## config.mk

```make
export PLATFORM = sky130hd
export DESIGN_NAME = counter_switch_ctrl
export DESIGN_NICKNAME = d
export VERILOG_FILES = /design/src/rtl/counter_switch_ctrl_pkg.sv /design/src/rtl/counter_switch_ctrl_debounce.sv /design/src/rtl/counter_switch_ctrl.sv
export SDC_FILE = /design/constraint.sdc
export NUM_CORES = 1
export LEC_CHECK = 0
export CAP_MARGIN = 10
export CORE_MARGIN = 1.5
export CORE_UTILIZATION = 25
export DETAILED_ROUTE_END_ITERATION = 10
export PLACE_DENSITY_LB_ADDON = 0.15
export RECOVER_POWER = 100
export SYNTH_ARGS = -nofsm -noshare
export SYNTH_HDL_FRONTEND = slang
export SYNTH_SLANG_ARGS = --single-unit
```

## constraint.sdc

```tcl
create_clock -name i_Clk -period 2.45 [get_ports i_Clk]
set_input_delay 0.245 -clock i_Clk [delete_from_list [all_inputs] [get_ports i_Clk]]
set_output_delay 0.245 -clock i_Clk [all_outputs]
set_load 0.01 [all_outputs]
```

## src/rtl/counter_switch_ctrl_pkg.sv

```systemverilog
// Shared constants for the run/pause/clear switch controller.
// State encodings are visible on o_State.
package counter_switch_ctrl_pkg;

  localparam int DEBOUNCE_LIMIT_DEF = 250_000;

  typedef enum logic [1:0] {
    ST_INIT    = 2'b00,
    ST_PAUSED  = 2'b01,
    ST_RUNNING = 2'b10
  } state_t;

endpackage

```

## src/rtl/counter_switch_ctrl_debounce.sv

```systemverilog
// Two-flop synchronizer plus counting debouncer for one switch.
// o_Press is a registered one-cycle pulse on a debounced 0->1.
module switch_debounce
  import counter_switch_ctrl_pkg::*;
#(
  parameter int DEBOUNCE_LIMIT = DEBOUNCE_LIMIT_DEF
) (
  input  logic i_Clk,
  input  logic i_Rst_L,
  input  logic i_Switch,
  output logic o_Switch,
  output logic o_Press
);

  localparam int CW = $clog2(DEBOUNCE_LIMIT);
  localparam logic [CW-1:0] CNT_LAST = CW'(DEBOUNCE_LIMIT - 1);

  logic          sync_1;
  logic          sync_2;
  logic          stable;
  logic          stable_d;
  logic [CW-1:0] cnt;

  // Bring the raw switch into the clock domain.
  always_ff @(posedge i_Clk or negedge i_Rst_L) begin
    if (!i_Rst_L) begin
      sync_1 <= 1'b0;
      sync_2 <= 1'b0;
    end else begin
      sync_1 <= i_Switch;
      sync_2 <= sync_1;
    end
  end

  // Accept a new level only after it holds for the full limit.
  always_ff @(posedge i_Clk or negedge i_Rst_L) begin
    if (!i_Rst_L) begin
      stable <= 1'b0;
      cnt    <= '0;
    end else if (sync_2 == stable) begin
      cnt <= '0;
    end else if (cnt == CNT_LAST) begin
      stable <= sync_2;
      cnt    <= '0;
    end else begin
      cnt <= cnt + 1'b1;
    end
  end

  // Rising edge of the debounced level becomes a press pulse.
  always_ff @(posedge i_Clk or negedge i_Rst_L) begin
    if (!i_Rst_L) begin
      stable_d <= 1'b0;
      o_Press  <= 1'b0;
    end else begin
      stable_d <= stable;
      o_Press  <= stable & ~stable_d;
    end
  end

  assign o_Switch = stable;

endmodule

```

## src/rtl/counter_switch_ctrl.sv

```systemverilog
// Run/pause and clear control for a downstream 00-99 counter.
// Clear has priority over run/pause when both presses coincide.
module counter_switch_ctrl
  import counter_switch_ctrl_pkg::*;
#(
  parameter int DEBOUNCE_LIMIT = DEBOUNCE_LIMIT_DEF
) (
  input  logic       i_Clk,
  input  logic       i_Rst_L,
  input  logic       i_Switch_1,
  input  logic       i_Switch_2,
  output logic       o_Run,
  output logic       o_Clear,
  output logic [1:0] o_State
);

  state_t state;
  state_t state_nx;
  logic   run_nx;
  logic   clear_nx;
  logic   sw1_lvl;
  logic   sw2_lvl;
  logic   sw1_press;
  logic   sw2_press;

  switch_debounce #(
    .DEBOUNCE_LIMIT(DEBOUNCE_LIMIT)
  ) u_sw1 (
    .i_Clk   (i_Clk),
    .i_Rst_L (i_Rst_L),
    .i_Switch(i_Switch_1),
    .o_Switch(sw1_lvl),
    .o_Press (sw1_press)
  );

  switch_debounce #(
    .DEBOUNCE_LIMIT(DEBOUNCE_LIMIT)
  ) u_sw2 (
    .i_Clk   (i_Clk),
    .i_Rst_L (i_Rst_L),
    .i_Switch(i_Switch_2),
    .o_Switch(sw2_lvl),
    .o_Press (sw2_press)
  );

  // Next state and next registered outputs.
  always_comb begin
    state_nx = state;
    clear_nx = 1'b0;
    unique case (state)
      ST_INIT: begin
        state_nx = ST_PAUSED;
        clear_nx = 1'b1;
      end
      ST_PAUSED, ST_RUNNING: begin
        if (sw2_press) begin
          state_nx = ST_PAUSED;
          clear_nx = 1'b1;
        end else if (sw1_press) begin
          state_nx = (state == ST_PAUSED) ?
                     ST_RUNNING : ST_PAUSED;
        end
      end
      default: state_nx = ST_INIT;
    endcase
    run_nx = (state_nx == ST_RUNNING);
  end

  // State and output registers.
  always_ff @(posedge i_Clk or negedge i_Rst_L) begin
    if (!i_Rst_L) begin
      state   <= ST_INIT;
      o_Run   <= 1'b0;
      o_Clear <= 1'b0;
    end else begin
      state   <= state_nx;
      o_Run   <= run_nx;
      o_Clear <= clear_nx;
    end
  end

  assign o_State = state;

endmodule
```

Word level (Yosys, flattened, before mapping)

Index checks and enable logic that the tools add are counted.

Register bits: 50
Output and inout bits: 4
Logic and storage cells: 44

Add/sub/neg operators: 2
Equal/unequal tests: 7
Muxes and demuxes: 10
Bitwise gates (word level): 6
Reduce and logical (&&, ||, !) cells: 4

Operators with widths:

| operator              | count |
|---|---|
| $mux 18               | 4 |
| $add 18x1->18 const B | 2 |
| $eq 18x18->1 const B  | 2 |
| $mux 2                | 3 |
| $eq 2x2->1 const B    | 2 |
| $not 1->1             | 4 |
| $pmux 2 s2            | 1 |
| $reduce_and 2->1      | 2 |
| $and 1x1->1           | 2 |
| $eq 1x1->1            | 2 |
| $eq 2x1->1 const B    | 1 |
| $logic_not 2->1       | 1 |
| $pmux 1 s2            | 1 |
| $reduce_or 2->1       | 1 |
| $mux 1                | 1 |

Logic depth before layout (Yosys ltp)

Gate-level depths: netlist (run 1).

Word-level depth: 6
Gate-level depth with buffers: 6

Cells and area by module

From an unflattened synthesis (run 1), not the netlist that was laid out.

Cell total of the unflattened synthesis: 222
Area total of the unflattened synthesis: 2387.3 sq um

By module, submodules not included:

| module              | times used | cells an instance | area an instance (sq um) | sequential area each (sq um) |
|---|---|---|---|---|
| switch_debounce     | 2          | 101               | 1086.0                   | 575.6 |
| counter_switch_ctrl | 1          | 20                | 215.2                    | 100.1 |

Worst setup path before layout (run 1)

No wires, ideal clock.

Path type: register to register
Start point: register u_sw1.cnt[4]
End point: register u_sw1.cnt[10]
Data arrival time: 1649 ps
Data required time: 2331 ps
Slack: 682 ps
Cell stages (with the launch flop): 7
Period minus slack after synthesis: 1768 ps
Path through: dfrtp_1 buf_2 nor4b_1 nand2_1 o41ai_4 buf_4 nor2_1

Word-level cells in the longest chain between the ends: 3
Elaborated cells on any way between the ends: 4

RTL lines:

| element                                              | RTL line                                                               | RTL |
|---|---|---|
| from (decl)                                          | counter_switch_ctrl_debounce.sv:22                                     | `logic [CW-1:0] cnt;` |
| from (signal assigned)                               | counter_switch_ctrl_debounce.sv:46                                     | `cnt <= cnt + 1'b1;` |
| $add 18x1->18 / $eq 18x18->1 (equally long branches) | counter_switch_ctrl_debounce.sv:46, counter_switch_ctrl_debounce.sv:42 |  |
| $mux 18 (*)                                          | counter_switch_ctrl_debounce.sv:42                                     | `end else if (cnt == CNT_LAST) begin` |
| $mux 18 (*)                                          | counter_switch_ctrl_debounce.sv:40                                     | `end else if (sync_2 == stable) begin` |

Mark *: on every way between the ends. The rest lies on a longest branch, timed or not.
A chain may end at the register's enable or synchronous reset.

Worst setup path in the final report (run 1)

Start point: register u_sw2.cnt[8]
End point: register u_sw2.cnt[2]

Word-level cells in the longest chain between the ends: 3

RTL lines:

| element                | RTL line |
|---|---|
| from (decl)            | counter_switch_ctrl_debounce.sv:22 |
| from (signal assigned) | counter_switch_ctrl_debounce.sv:46 |
| $eq 18x18->1           | counter_switch_ctrl_debounce.sv:42 |
| $mux 18                | counter_switch_ctrl_debounce.sv:42 |
| $mux 18                | counter_switch_ctrl_debounce.sv:40 |

Every way passes these cells.

==> results.toml, run 1 <==
[status]
status = "completed"

[die]
rows = 35
die_h_um = 99.7
die_w_um = 99.7
design.core.area_um2 = 9150
die_area_um2 = 9950
start_util = 0.256
io_pins = 8

[pwr]
p_leak_nw = 1.08
power_density_nw_per_um2 = 565
vdd_drop_max_v = 0.000239

[sta]
hold_violations = 0
setup_viol = 0
fin_skew_ns = 0.0155
slew_headroom = 0.197
fin_crit_ns = 2.04
fin_tns_setup_ns = 0
tightest_slew_ns = 1.20
max_freq_mhz = 490
min_period_over_period = 0.833
final_max_slew_viol_count = 0
rsz0062_at_grt = "false"

[finish]
fillers = 964
nets = 246
multi_input_area_um2 = 997
area_growth_pct = 13.7
drive_gt1_frac = 0.0966
fin_util = 0.291
final_cell_mix = "dfrtp_1, nor2_1, xnor2_1"
layout_commonest_cell = "dfrtp_1"
regArea_um2 = 1250
n_antenna_cell = 0

[cts]
post_cts_buffers = 0
clk_latency_ns = 0.31
htree_levels = 2
clock-root-buffer = "clkbuf_8"
clk_pin_slew_ns = 0.10
clock_path_buffers = 2
hold_buffers = 1
ctsResizeCount = 0
clock_sinks = 50
cts_inserted_buffers = 5
cts_tree = "done"

[grt]
grt_pass1_wl_mm = 7.72
grt_pass1_vias = 1576
grt_max_degree = 23
grt_use_total = 0.0973
grt_overflow = 0
antenna_found_initial = 0

[critical_path]
crit_fanout = 8
end_kind = "register"
worst_setup_path_start_kind = "register"
setup.worst_path.start = "u_sw2.cnt[8]"
r2r_slack_ns = 0.41
worstSetupEndpoint = "u_sw2.cnt[2]"
critPathKind = "reg2reg"
worstPathRequired_ns = 2.64
reg2reg_from = "u_sw2.cnt[8]"
crit_arrival_ns = 2.23
reg2reg_depth = 4
regToRegEndpoint = "u_sw2.cnt[2]"

[logic_synthesis]
synth_warnings = 0
syn_inst = 217
yosys_register_bits = 50
yosysUniqueCellTypes = 31
netlist_area_um2 = 2340
synthesis.nets = 226
syn_area_per_cell_um2 = 10.8
synth_seq_area_share = 0.535

[route]
drt_wl_total_mm = 4.37
initialDrtViolationCount = 57
vias_per_cell = 4.38
wl_per_cell_um = 12.5
vias = 1527
drc_errors = 0
antenna_left = 0
drt-pass1-iter-count = 4

[place]
place_congestion = 0.732
io_buffers = 7
hpwl_mm = 3.06

[worst_hold_path]
hold_path_class = "reg2reg"

[job]
cap_violations = 0
==> cell families after synthesis <==
logic type,share of synthesized area
AO/OA/AOI/OAI,0.0412
buffers and inverters,0.0262
flip-flops,0.535
AND/OR/NAND/NOR,0.237
XOR/XNOR,0.120
multiplexers,0.0139
adder cells (fa/ha/maj),0.0267
==> cell type report <==
| class | count | share of cell area |
|---|---|---|
| clock buffers | 5 | 0.0259 |
| flip-flops and latches | 50 | 0.470 |
| repair buffers | 16 | 0.0447 |
| multi-input cells | 154 | 0.375 |
| inverters | 10 | 0.0141 |
| well taps | 111 | 0.0522 |
| clock inverters | 3 | 0.0183 |
==> flip-flops by register name, indices dropped and copies added, names as in the netlist <==
name	flops
u_sw1.sync_2	1
u_sw1.stable_d	1
u_sw1.o_Switch	1
u_sw2.cnt	18
u_sw2.stable_d	1
u_sw2.o_Press	1
o_State	2
u_sw2.sync_1	1
o_Run	1
u_sw2.sync_2	1
u_sw1.o_Press	1
u_sw1.cnt	18
u_sw1.sync_1	1
o_Clear	1
u_sw2.o_Switch	1
==> report_power, final <==
part / switching [mW] / internal, mW
Clock: 0.296 / 0.311
Combinational: 0.0350 / 0.0167
Sequential: 0.0100 / 0.836
==> per-layer routing <==
layer / global-route usage / share of wire / up-vias
li1: - / - / 781
met1: 0.128 / 0.53 / 729
met2: 0.159 / 0.44 / 10
met3: 0.0211 / 0.019 / 7
met4: 0.0325 / 0.014 / 0
met5: 0 / 0 / -
==> synth_stat cells <==
| cell | count | area, um^2 |
|---|---|---|
| a21oi_1 | 3 | 15.0 |
| a21oi_2 | 1 | 8.76 |
| and4_1 | 1 | 8.76 |
| buf_2 | 1 | 5.00 |
| buf_4 | 1 | 7.51 |
| buf_6 | 1 | 11.3 |
| dfrtp_1 | 50 | 1250 |
| ha_1 | 5 | 62.6 |
| inv_1 | 10 | 37.5 |
| mux2_2 | 2 | 22.5 |
| mux2i_1 | 1 | 10.0 |
| nand2_1 | 9 | 33.8 |
| nand3_1 | 11 | 55.1 |
| nand3b_1 | 2 | 15.0 |
| nand4_1 | 7 | 43.8 |
| nand4_2 | 2 | 25.0 |
| nand4_4 | 1 | 21.3 |
| nor2_1 | 41 | 154 |
| nor2b_1 | 5 | 31.3 |
| nor3_1 | 8 | 40.0 |
| nor3b_1 | 1 | 7.51 |
| nor4_1 | 11 | 68.8 |
| nor4b_1 | 1 | 8.76 |
| o21ai_0 | 2 | 10.0 |
| o31ai_1 | 1 | 7.51 |
| o41ai_4 | 2 | 55.1 |
| or3_1 | 2 | 12.5 |
| or4_1 | 1 | 7.51 |
| or4_4 | 2 | 22.5 |
| xnor2_1 | 24 | 210 |
| xor2_1 | 8 | 70.1 |
==> worst max-delay path, stage by stage, from the launching register on <==
cell	delay, ns
dfrtp_1	0.46
or4_4	0.57
o41ai_2	0.55
buf_4	0.29
nor2_1	0.06
==> per-stage QoR <==
stage                     worst slack, ns  instances  power, mW  area, um^2  hold WS (ns)
final                               0.409        349       1.50        2660         0.347
after global routing                0.249        349       1.58        2660         0.371
after global placement              0.501        340      0.921        2580         0.254
after CTS                           0.532        349       1.54        2710         0.351
after floorplan                     0.682        217      0.887        2340       -0.0506
after detailed placement            0.554        340      0.921        2580         0.257
==> how the worst min path moves through the flow <==
stage / start / endpoint / slack (ns) / cells after the start
floorplan: i_Rst_L / o_Clear / -0.05 / 0
global placement: i_Rst_L / u_sw1.cnt[7] / 0.25 / 1
detailed placement: i_Rst_L / u_sw1.cnt[7] / 0.26 / 1
CTS: u_sw2.sync_1 / u_sw2.sync_2 / 0.35 / 0
global route: u_sw2.sync_1 / u_sw2.sync_2 / 0.37 / 0
finish: u_sw2.sync_1 / u_sw2.sync_2 / 0.35 / 0
Power figures use the tool's default switching activity.
==> inputs of run 2 (changes only) <==
==> constraint.sdc (replaced) <==
create_clock -name i_Clk -period 1.9 [get_ports i_Clk]
set_input_delay 0.19 -clock i_Clk [delete_from_list [all_inputs] [get_ports i_Clk]]
set_output_delay 0.19 -clock i_Clk [all_outputs]
set_load 0.01 [all_outputs]
==> run 2 against run 1 <==
Net effect:
- sequential power up 29%
- routed wire length increased by 2.8%
- first-iteration DRC count down 23%
- clock power is 31% higher
- via count grew 2.4%
- sequential share of layout area is 1.2 points lower
- global-route usage is 0.26 points higher
- maximum frequency grew 16%
- largest cell class unchanged
- highest routed layer unchanged
==> results.toml, run 2 (same netlist as run 1, synthesis figures left out) <==
[status]
status = "completed"

[sta]
max_freq_mhz = 566
slew_headroom = 0.230
fin_ws_ns = 0.134
final_max_slew_viol_count = 0
setup_viol = 0
hold_violations = 0
min_period_over_period = 0.929
fin_skew_ns = 0.0128
rsz0062_at_grt = "false"
fin_tns_setup_ns = 0
fin_crit_ns = 1.77
tightest_slew_ns = 1.16

[cts]
cts_inserted_buffers = 5
cts_tree = "done"
ctsResizeCount = 0
clock-root-buffer = "clkbuf_8"
clock_sinks = 50
clk_latency_ns = 0.31
htree_levels = 2
clk_pin_slew_ns = 0.11
clock_path_buffers = 2

[critical_path]
crit_fanout = 9
critPathKind = "reg2reg"
cp_num_buf_inv = 1
worstPathRequired_ns = 2.09
cp_cell_sequence = "nor4_1 -> nand3_1 -> o41ai_4 -> clkbuf_2 -> nor2_1"
end_kind = "register"
worst_path_largest_cell_delay_ns = 0.44
cp_top_family = "simple AND/OR/NAND/NOR gates"
worst_setup_path_start_kind = "register"
crit_arrival_ns = 1.96
critPathSlowestCell = "dfrtp_1"

[finish]
nets = 251
n_antenna_cell = 0
fin_cells = 354
fin_area_um2 = 2730
area_growth_pct = 16.6
multi_input_area_um2 = 1020
regArea_um2 = 1250
layout_commonest_cell = "dfrtp_1"
final_cell_mix = "dfrtp_1, nor2_1, xnor2_1"
fillers = 958
drive_gt1_frac = 0.123

[route]
drt-pass1-iter-count = 4
drt_wl_total_mm = 4.49
antenna_left = 0
drc_errors = 0
vias_per_cell = 4.42
wl_per_cell_um = 12.7
initialDrtViolationCount = 44
vias = 1563

[place]
place_congestion = 0.736
io_buffers = 7
dpl_cell_area_um2 = 2620
dp_slack_ns = 0.141
dp.cells = 345
hpwl_mm = 3.17

[grt]
grt_max_degree = 20
grt_overflow = 0
grt_use_total = 0.0999
grt_pass1_vias = 1607
antenna_found_initial = 0
grt_pass1_wl_mm = 8.01

[worst_hold_path]
hold_path_class = "reg2reg"

[die]
die_area_um2 = 9950
start_util = 0.256
design.core.area_um2 = 9150
rows = 35
io_pins = 8
die_w_um = 99.7
die_h_um = 99.7

[pwr]
p_leak_nw = 1.13
vdd_drop_max_v = 0.000266
power_density_nw_per_um2 = 718

[job]
cap_violations = 0
==> run 2: worst reg2reg max path, stage by stage (launching register included) <==
cell	delay, ns
dfrtp_1	0.44
nor4_1	0.33
nand3_1	0.19
o41ai_4	0.37
clkbuf_2	0.26
nor2_1	0.07
==> run 2: final cells by class <==
cell class              instances  area share
clock buffers                   5      0.0252
well taps                     111      0.0509
inverters                      10      0.0138
flip-flops and latches         50       0.459
repair buffers                 21      0.0601
multi-input cells             154       0.374
clock inverters                 3      0.0174
==> run 2: per-stage QoR <==
stage	utilization	power [mW]	hold WS, ns
6_report	0.298	1.96	0.345
3_5_place_dp	0.286	1.19	0.187
3_3_place_gp	0.286	1.19	0.197
2_1_floorplan	-	1.14	-0.106
5_1_grt	0.298	2.06	0.361
4_1_cts	0.300	2.00	0.295
==> run 2: metal layers <==
layer / global-route usage / routed length (um) / vias up
met5: 0 / 0 / -
met4: 0.0228 / 40 / 0
met3: 0.0232 / 109 / 5
met2: 0.162 / 2060 / 17
met1: 0.135 / 2280 / 750
li1: - / - / 791
==> run 2: final timing paths <==
check | startpoint | cells past startpoint | end | slack [ns]
min in group asynchronous | i_Rst_L | 2 | u_sw1.cnt[6] | 0.63
max in group asynchronous | i_Rst_L | 3 | u_sw2.o_Switch | 0.29
setup / recovery | u_sw2.cnt[4] | 5 | u_sw2.cnt[9] | 0.13
hold / removal | u_sw2.sync_1 | 0 | u_sw2.sync_2 | 0.34
setup reg to reg | u_sw2.cnt[4] | 5 | u_sw2.cnt[9] | 0.13
hold reg to reg | u_sw2.sync_1 | 0 | u_sw2.sync_2 | 0.34
==> run 2: report_power, final <==
part	switching [mW]	internal, mW
Sequential	0.0135	1.08
Clock	0.393	0.402
Combinational	0.0466	0.0252
Total	0.453	1.51
==> run 2: repair_timing <==
action,CTS,global route
hold buffers,1,0
endpoints found under the hold margin,17,0
buffers inserted,0,0
==> inputs of run 3 (changes only) <==
==> constraint.sdc (replaced) <==
create_clock -name i_Clk -period 1.4 [get_ports i_Clk]
set_input_delay 0.14 -clock i_Clk [delete_from_list [all_inputs] [get_ports i_Clk]]
set_output_delay 0.14 -clock i_Clk [all_outputs]
set_load 0.01 [all_outputs]
==> run 3 against run 2 <==
Net effect:
- the flow now finishes with violations (negative setup slack)
- clock skew shrank 0.0071 ns
- final cell count increased by 13%
- cell area rose by 23%
- sequential cell count is the same
- non-clock buffer count up 47
- clock power rose by 58%
- critical endpoint is now u_sw2.cnt[14]
- largest power group unchanged
==> results.toml, run 3 (same netlist as run 1, synthesis figures left out) <==
[grt]
grt_max_degree = 51
grt_pass1_vias = 1744
grt_overflow = 0
antenna_found_initial = 0
grt_use_total = 0.110
grt_pass1_wl_mm = 8.58

[die]
design.core.area_um2 = 9150
die_area_um2 = 9950
die_w_um = 99.7
io_pins = 8
rows = 35
start_util = 0.256
die_h_um = 99.7

[cts]
cts_tree = "done"
clock_sinks = 50
cts_inserted_buffers = 5
clk_latency_ns = 0.30
clock_path_buffers = 2
htree_levels = 2
clk_pin_slew_ns = 0.09
clock-root-buffer = "clkbuf_8"

[route]
drc_errors = 0
drt_wl_total_mm = 5.09
initialDrtViolationCount = 57
vias = 1755
vias_per_cell = 4.38
antenna_left = 0
wl_per_cell_um = 12.7
drt-pass1-iter-count = 4

[critical_path]
worstPathRequired_ns = 1.60
critPathKind = "reg2reg"
crit_arrival_ns = 1.85
end_kind = "register"
crit_fanout = 8
worst_setup_path_start_kind = "register"

[finish]
fillers = 904
nets = 298
drive_gt1_frac = 0.421
area_growth_pct = 44.0
n_antenna_cell = 0
final_cell_mix = "buf_4, dfrtp_1, xnor2_1"
fin_cells = 401
regArea_um2 = 1260
multi_input_area_um2 = 1240
fin_area_um2 = 3370
layout_commonest_cell = "buf_4"

[status]
violations = "negative setup slack"
status = "finished, violations left"

[sta]
fin_ws_ns = -0.256
min_period_over_period = 1.18
rsz0062_at_grt = "true"
fin_crit_ns = 1.66
fin_tns_setup_ns = -7.45
slew_headroom = 0.527
fin_skew_ns = 0.00561
tightest_slew_ns = 0.710
hold_violations = 0
final_max_slew_viol_count = 0
whs_ns = 0.357
setup_viol = 38
max_freq_mhz = 604

[pwr]
power_density_nw_per_um2 = 858
p_leak_nw = 1.41
vdd_drop_max_v = 0.000456

[place]
dpl_cell_area_um2 = 2960
hpwl_mm = 3.46
io_buffers = 7
dp.cells = 385
dp_slack_ns = -0.307
place_congestion = 0.752

[job]
cap_violations = 0

[worst_hold_path]
hold_path_class = "reg2reg"
[run 3: changes by cell type in the layout (fill, tap and decap cells not counted), moves of 8 or more]
cell and change:
nor4_1 -8, nor2_1 -21, nor2_2 +17, buf_4 +43
[run 3: final cells by class]
cell class | instances | area share
timing repair buffer | 68 | 0.163
multi-input combinational | 154 | 0.368
sequential | 50 | 0.374
tap | 111 | 0.0412
clock inverter | 2 | 0.0178
inverter | 10 | 0.0111
clock buffer | 6 | 0.0245
[run 3: power by group]
part	switching (mW)	total (mW)	internal, mW
Clock	0.497	1.26	0.762
Sequential	0.0162	1.48	1.46
Combinational	0.0863	0.151	0.0651
Total	0.600	2.89	2.29
[run 3: routing by layer]
| layer | wire (um) | up-vias | share of wire | track usage |
|---|---|---|---|---|
| met5 | 0 | - | 0 | 0 |
| met4 | 47 | 0 | 0.0092 | 0.0325 |
| met3 | 129 | 5 | 0.025 | 0.0260 |
| met2 | 2480 | 17 | 0.49 | 0.174 |
| met1 | 2430 | 844 | 0.48 | 0.148 |
| li1 | - | 889 | - | - |
[run 3: worst paths after layout]
kind	slack [ns]	startpoint	cells past startpoint	endpoint
max	-0.26	u_sw2.cnt[8]	4	u_sw2.cnt[14]
min	0.36	u_sw2.sync_1	0	u_sw2.sync_2
min reg2reg	0.36	u_sw2.sync_1	0	u_sw2.sync_2
min in group asynchronous	0.54	i_Rst_L	3	o_Run
max in group asynchronous	0.36	i_Rst_L	3	u_sw1.cnt[4]
max reg2reg	-0.26	u_sw2.cnt[8]	4	u_sw2.cnt[14]
[run 3: timing repair]
item | CTS | global route
hold buffers | 1 | 0
buffers inserted | 2 | 4
gates cloned | 0 | 1
hold endpoints to repair | 50 | 0
pin swaps | 19 | 14
endpoints found under the setup margin | 40 | 39
resized for setup | 13 | 46
[run 3: worst max-delay path: stages, from the launching register on]
cell and delay [ns]:
dfrtp_1 0.42, or4_4 0.57, o41ai_4 0.31, buf_6 0.21, nor2_1 0.05
[run 3: per-stage QoR]
step                       util  power (mW)
after global placement    0.324        1.64
after floorplan               -        1.56
after detailed placement  0.324        1.64
final                     0.368        2.89
after CTS                 0.346        2.94
after global routing      0.368        3.04
